--- config.mk ---
export PLATFORM = sky130hd
export DESIGN_NAME = sc_psr_flags
export DESIGN_NICKNAME = d
export VERILOG_FILES = /design/src/rtl/sc_psr_flags.sv
export SDC_FILE = /design/constraint.sdc
export NUM_CORES = 1
export LEC_CHECK = 0
export CAP_MARGIN = 25
export CELL_PAD_IN_SITES_DETAIL_PLACEMENT = 1
export CELL_PAD_IN_SITES_GLOBAL_PLACEMENT = 1
export CORE_MARGIN = 2
export CORE_UTILIZATION = 28
export DETAILED_ROUTE_END_ITERATION = 12
export PLACE_DENSITY = 0.86
export SYNTH_ARGS = -nofsm -noshare
export SYNTH_HDL_FRONTEND = slang
export SYNTH_SLANG_ARGS = --single-unit
export TNS_END_PERCENT = 5
--- constraint.sdc ---
create_clock -name SC_PSR_CLOCK_50 -period 2.3 [get_ports SC_PSR_CLOCK_50]
set_input_delay 0.46 -clock SC_PSR_CLOCK_50 [delete_from_list [all_inputs] [get_ports SC_PSR_CLOCK_50]]
set_output_delay 0.46 -clock SC_PSR_CLOCK_50 [all_outputs]
set_load 0.02 [all_outputs]
--- src/rtl/sc_psr_flags.sv ---
// Processor-status / condition-code stage: registers ALU icc flags, evaluates SPARC branch
// conditions, offers PSR read/write, and keeps an icc save-stack. Optional macro: SC_PSR_FLAG_BYPASS_EN.
module sc_psr_flags #(
    parameter int DATAWIDTH_BUS = 32,
    parameter int STACK_DEPTH   = 4,
    parameter int ICC_LSB       = 20
) (
    input  logic                     SC_PSR_CLOCK_50,
    input  logic                     SC_PSR_RESET_InHigh,
    input  logic                     SC_PSR_overflow_InLow,
    input  logic                     SC_PSR_carry_InLow,
    input  logic                     SC_PSR_negative_InLow,
    input  logic                     SC_PSR_zero_InLow,
    input  logic                     SC_PSR_SetCode_In,
    input  logic                     SC_PSR_load_InHigh,
    input  logic                     SC_PSR_write_InHigh,
    input  logic [DATAWIDTH_BUS-1:0] SC_PSR_data_InBus,
    input  logic                     SC_PSR_push_InHigh,
    input  logic                     SC_PSR_pop_InHigh,
    input  logic [3:0]               SC_PSR_cond_InBus,
    output logic [3:0]               SC_PSR_icc_OutBus,
    output logic [DATAWIDTH_BUS-1:0] SC_PSR_data_OutBus,
    output logic                     SC_PSR_branch_Out,
    output logic                     SC_PSR_full_Out,
    output logic                     SC_PSR_empty_Out,
    output logic                     SC_PSR_error_OutHigh
);

    localparam int AW  = $clog2(STACK_DEPTH);
    localparam int SPW = AW + 1;

    logic [3:0]     icc;
    logic [3:0]     icc_next;
    logic [3:0]     alu_flags;
    logic [3:0]     wr_flags;
    logic [3:0]     br_flags;
    logic [3:0]     stack [STACK_DEPTH];
    logic [SPW-1:0] sp;
    logic [SPW-1:0] sp_next;
    logic [SPW-1:0] sp_dec;
    logic           full;
    logic           empty;
    logic           error;
    logic           flag_set;
    logic           push_ok;
    logic           pop_ok;
    logic           misuse;
    logic           unused_data_bits;

    assign alu_flags = ~{SC_PSR_negative_InLow, SC_PSR_zero_InLow,
                         SC_PSR_overflow_InLow, SC_PSR_carry_InLow};
    assign wr_flags  = SC_PSR_data_InBus[ICC_LSB+3:ICC_LSB];
    assign flag_set  = SC_PSR_load_InHigh & SC_PSR_SetCode_In;
    assign sp_dec    = sp - SPW'(1);
    // Only the icc field of the write bus is architecturally meaningful.
    assign unused_data_bits = ^SC_PSR_data_InBus;

    always_comb begin
        push_ok  = SC_PSR_push_InHigh & ~SC_PSR_pop_InHigh & ~full;
        pop_ok   = SC_PSR_pop_InHigh & ~SC_PSR_push_InHigh & ~empty;
        misuse   = (SC_PSR_push_InHigh & SC_PSR_pop_InHigh)
                 | (SC_PSR_push_InHigh & ~SC_PSR_pop_InHigh & full)
                 | (SC_PSR_pop_InHigh & ~SC_PSR_push_InHigh & empty);
        sp_next  = sp;
        if (push_ok) begin
            sp_next = sp + SPW'(1);
        end else if (pop_ok) begin
            sp_next = sp_dec;
        end
        icc_next = icc;
        if (pop_ok) begin
            icc_next = stack[sp_dec[AW-1:0]];
        end else if (SC_PSR_write_InHigh) begin
            icc_next = wr_flags;
        end else if (flag_set) begin
            icc_next = alu_flags;
        end
    end

    always_ff @(posedge SC_PSR_CLOCK_50 or posedge SC_PSR_RESET_InHigh) begin
        if (SC_PSR_RESET_InHigh) begin
            icc   <= '0;
            sp    <= '0;
            full  <= 1'b0;
            empty <= 1'b1;
            error <= 1'b0;
        end else begin
            icc   <= icc_next;
            sp    <= sp_next;
            full  <= (sp_next == SPW'(STACK_DEPTH));
            empty <= (sp_next == '0);
            error <= error | misuse;
        end
    end

    // Stack contents need no reset: sp guards every read.
    always_ff @(posedge SC_PSR_CLOCK_50) begin
        if (push_ok) begin
            stack[sp[AW-1:0]] <= icc;
        end
    end

    function automatic logic eval_cond(input logic [3:0] f, input logic [3:0] cond);
        logic n, z, v, c, base;
        {n, z, v, c} = f;
        case (cond[2:0])
            3'b000:  base = 1'b0;
            3'b001:  base = z;
            3'b010:  base = z | (n ^ v);
            3'b011:  base = n ^ v;
            3'b100:  base = c | z;
            3'b101:  base = c;
            3'b110:  base = n;
            default: base = v;
        endcase
        return base ^ cond[3];
    endfunction

    always_comb begin
`ifdef SC_PSR_FLAG_BYPASS_EN
        if (SC_PSR_write_InHigh) begin
            br_flags = wr_flags;
        end else if (flag_set) begin
            br_flags = alu_flags;
        end else begin
            br_flags = icc;
        end
`else
        br_flags = icc;
`endif
    end

    always_comb begin
        SC_PSR_data_OutBus = '0;
        SC_PSR_data_OutBus[ICC_LSB+:4] = icc;
    end

    assign SC_PSR_branch_Out    = eval_cond(br_flags, SC_PSR_cond_InBus);
    assign SC_PSR_icc_OutBus    = icc;
    assign SC_PSR_full_Out      = full;
    assign SC_PSR_empty_Out     = empty;
    assign SC_PSR_error_OutHigh = error;

endmodule

# After elaboration in Yosys (flattened, before gate mapping)
# Memory sizes are Yosys's and may differ from the RTL's.
# Cells that the tools add are included.
[op_classes] reduce_logical=3 mul=0 muxes=8 n_addsub=2 shift=0 eq_ne=7 n_div=0 n_bitwise=20 order_cmp=0
[op_table] cell="equality test 3 bit, second input constant" count=4
[op_table] cell="two-way mux 4 bit" count=3
[op_table] cell="bitwise AND 1 bit" count=8
[op_table] cell="one-hot mux 1 bit (7 select lines)" count=1
[op_table] cell="equality test 3 x 2 -> 1 bit, second input constant" count=2
[op_table] cell="zero test 3 bit" count=2
[op_table] cell="two-way mux 3 bit" count=2
[op_table] cell="bitwise OR 1 bit" count=5
[op_table] cell="NOT 1 bit" count=4
[op_table] cell="NOT 4 bit" count=1
[op_table] cell="adder 3 x 1 -> 3 bit, second input constant" count=1
[op_table] cell="equality test 3 x 1 -> 1 bit, second input constant" count=1
[op_table] cell="nonzero test 3 bit" count=1
[op_table] cell="subtractor 3 x 1 -> 3 bit, second input constant" count=1
[op_table] cell="two-way mux 1 bit" count=2
[op_table] cell="bitwise XOR 1 bit" count=2
[word_totals] register_bits=10 in_bits=47 word_cells=46 latchBits=0 memories=1 ramBits=16 romBits=0 output_inout_bits=40
[mem_list] name="stack" words=4 width=4 read_ports=1 rd_ports_with_merged_regs=0 wr=1 line="37" rtl="logic [3:0] stack [STACK_DEPTH];"

# Longest topological paths before layout
[logic_depth] depth_word=6 depth_mapped=7 ltp_nobuf=5

# Worst setup path after synthesis
# Ideal clock, no wire load.
[synth_path] kind="register to register" startpoint="register sp[0]" endpoint="register icc[1] (netlist: SC_PSR_icc_OutBus[1])" required_ns=2.178 setup_slack_ns=0.464 path_buffers=2 t_arrival_ns=1.714 setup_time_ns=0.122 stages_incl_launch_ff=8 period_less_slack_ns=1.836 path_cell_list="dfrtp_1 buf_2 inv_1 ha_1 clkbuf_1 mux4_2 nand2_1 o21ai_1"
[synth_via] elab_chain_len=3
[synth_rtl] element="start: declaration" line="38" rtl="logic [SPW-1:0] sp;"
[synth_rtl] element="start signal: assignment" line="89" rtl="sp <= sp_next;"
[synth_rtl] element="subtractor 3 x 1 -> 3 bit" line="54" rtl="assign sp_dec = sp - SPW'(1);"
[synth_rtl] element="memory (4 x 4 bit)"
[synth_rtl] element="two-way mux 4 bit" line="71" rtl="if (pop_ok) begin"
[synth_rtl] element="end signal: assignment" line="88" rtl="icc <= icc_next;"
[synth_rtl] element="end: declaration" line="32" rtl="logic [3:0] icc;"
# Every way passes these cells.
# A chain may end at the register's enable or synchronous reset.

# Worst setup path in the final report
[layout_path] startpoint="input SC_PSR_cond_InBus[2]" endpoint="output SC_PSR_branch_Out"
[layout_via] elab_chain_len=3 elab_cells_between_ends=9 cone_classes="eq/ne: 6; mux: 1; bitwise: 1; reduce/logical: 1"
[layout_rtl] element="start: declaration" line="20" rtl="input logic [3:0] SC_PSR_cond_InBus,"
[layout_rtl] element="equality test 3 bit, or another cell as far along" line="106" rtl="case (cond[2:0])"
[layout_rtl] element="one-hot mux 1 bit (7 select lines) *" line="106"
[layout_rtl] element="bitwise XOR 1 bit *" line="116" rtl="return base ^ cond[3];"
[layout_rtl] element="end: declaration" line="23" rtl="output logic SC_PSR_branch_Out,"
# Mark *: on every way between the ends. The rest lies on a longest branch, timed or not.

==> results.cfg <==
[outcome]
status = finished clean

[routing]
drc = 0
firstDrtPassIters = 4
drtAntennaViolNets = 0
wl_per_cell_um = 12.5
drtIter0Drc = 29
vias = 1003
via_per_inst = 4.09
wl_um = 3060

[floorplan]
start_util_pct = 28.6
die_h_um = 78.3
ios = 87
dieArea_mm2 = 0.00613
core_mm2 = 0.00541
rows = 27
die_w_um = 78.3

[yosys]
synthCells = 138
synth.distinct_cells = 35
synthArstFlopShare_pct = 38.5
yosysWarnings = 0
synth.top_cells.by_count = 33 x buf_4, 16 x edfxtp_1, 9 x dfrtp_1, 9 x mux2i_1, 7 x nand2_1
syn_area_per_cell_um2 = 11.2
synthTopCellsByArea = edfxtp_1 31%, buf_4 16%, dfrtp_1 15%, mux2i_1 5.8%, ha_1 3.2%
synth_top_cell_by_area = edfxtp_1
syn_area_mm2 = 0.00155
synth.most_common_cell = buf_4
synth_edf_count = 16
synth_flop_cell = edfxtp_1
ys_ff_latch = 26
seq_area_frac_synth_pct = 47.3
synth_top_area_share_pct = 31.1

[place]
placed_area_mm2 = 0.00185
hpwl_um = 2400
dp_cells = 241
gp_congestion = 0.704
io_buffers = 30

[power_and_ir_drop]
switching_share_pct = 36.2
p_int_mw = 1.31
power.switching_mw = 0.744
power_density_mw_per_mm2 = 1070
peakVddDrop_mv = 0.356
sequentialPowerShare_pct = 34.9
p_leak_nw = 0.799
p_comb_share_pct = 47.3
pwr-share-clk_pct = 17.8

[critical_path]
crit_required_ps = 1840
reg2reg_slack_ps = 610
slowest_delay_ps = 330
crit_family = compound AO/OA/AOI/OAI gates
cp.buffers_inverters = 2
crit_path_top_delay_cell = o311a_1
cp_data_arrival_time_ps = 1660
path_class = in2out
cp_cell_sequence = dlygate4sd2_1, nor2b_1, o311a_1, a31oi_1, xnor2_1, buf_4
critical_path_peak_fanout = 3
rr_worst_depth = 5
worstSetupPathDepth = 6
cp-end-kind = output port
crit_path_start_kind = input pin

[worst_hold_path]
hold_class = in2async

[clock_tree]
tritoncts = yes
clk_pin_slew_ps = 80
cts_root_buf = clkbuf_8
cts.sinks = 26
clockBufferDepth = 2
numCtsBuffers = 3
post-cts-setup-buffers = 0
cts.htree.levels = 1
clk_latency_ps = 260

[sta]
hold_slack_ps = 481
fin_crit_ps = 2120
post-route-period-util_pct = 92.4
max_freq_mhz = 471
setup_violations = 0
hold_viol = 0
tns_ps = 0
drv_slew = 0
rsz0062_at_grt = no
finalClockSkew_ps = 1.90

[global_route]
antenna_found_initial = 0
grt_pass1_vias = 978
use_met2_pct = 19.4
grt_max_degree = 16
grt_remaining_overflow = 0
grtUsageMet1_pct = 11.1
top_usage_layer = met2
grt_pass1_wl_um = 4750
grt.total_usage_pct = 9.81
use_met3_pct = 0.920

[job]
maxCapViolCount = 0

[cells_and_area]
design_area_mm2 = 0.00192
n_fill_cell = 623
finalNonFillerCells = 245
final_layout_size_suffix_gt1_share_pct = 15.6
area_growth_pct = 24.0
layout.nets = 225
n_antenna_cell = 0
## state kept, by name, summed over array words and instances (netlist names)
signal                count
SC_PSR_empty_Out          1
SC_PSR_full_Out           1
stack                    16
SC_PSR_error_OutHigh      1
sp                        3
SC_PSR_icc_OutBus         4
## per-layer routing
| layer | vias up | part of all wire [%] |
|---|---|---|
| met1 | 491 | 40 |
| met3 | 4 | 2.8 |
| met4 | 0 | 1.0 |
| li1 | 490 | - |
| met2 | 18 | 56 |
| met5 | - | 0 |
## cell type report
type                            instances  area [um2]  share of cell area [%]
Clock buffer                            3        41.3                    2.15
Inverter                                5        18.8                   0.978
Multi-Input combinational cell         99         641                    33.4
Sequential cell                        26         732                    38.2
Clock inverter                          1        30.0                    1.57
Tap cell                               72        90.1                    4.70
Timing Repair Buffer                   39         365                    19.0
## placed cells by master (no fill, tap or decap), types with 5 or more instances in the layout
cell             Yosys  final
conb_1               1     28
clkdlybuf4s50_1      0     26
edfxtp_1            16     16
buf_4               33     10
dfrtp_1              9      9
mux2i_1              9      9
nand2_1              7      7
nor2_1               6      6
a21oi_1              5      5
inv_1                5      5
## final timing paths
check,from,endpoint
max in group asynchronous,SC_PSR_RESET_InHigh,SC_PSR_empty_Out
worst min-delay path,SC_PSR_RESET_InHigh,SC_PSR_error_OutHigh
worst min register to register,SC_PSR_error_OutHigh,SC_PSR_error_OutHigh
worst max register to register,sp[1],SC_PSR_icc_OutBus[1]
worst max-delay path,SC_PSR_cond_InBus[2],SC_PSR_branch_Out
min in group SC_PSR_CLOCK_50,SC_PSR_error_OutHigh,SC_PSR_error_OutHigh
## power by group through the flow
stage	Clock (mW)	Sequential, mW	Combinational [mW]
global route	0.388	0.729	1.05
CTS	0.371	0.717	0.993
global placement	0	0.721	0.955
finish	0.367	0.716	0.971
detailed placement	0	0.724	0.985
floorplan	0	0.794	0.584
## kinds of logic after synthesis
kind of cell	count (synthesis)	synth area share, %
DFF	26	47.3
adders and majority gates	4	3.24
buffers and inverters	40	17.8
AOI/OAI and AO/OA	22	9.14
xor gates and xnor gates	3	2.18
and+or+nand+nor	31	12.1
other	1	0.242
muxes	11	8.01
## timing repair
action                                  4_1_cts  5_1_grt
endpoints found under the setup margin        1        1
pin swaps                                     1        0
gates resized for setup                       8        1
hold buffers                                  0        0
## stage by stage
| stage | total power [mW] | worst slack (ps) | utilization (%) |
|---|---|---|---|
| after floorplan | 1.38 | 464 | - |
| after global placement | 1.68 | -463 | 34.2 |
| after CTS | 2.08 | 36.4 | 35.4 |
| final | 2.05 | 176 | 35.5 |
| after global routing | 2.17 | 80.5 | 35.5 |
| after detailed placement | 1.71 | -482 | 34.2 |
No activity file was read; power rests on OpenSTA's default activity.
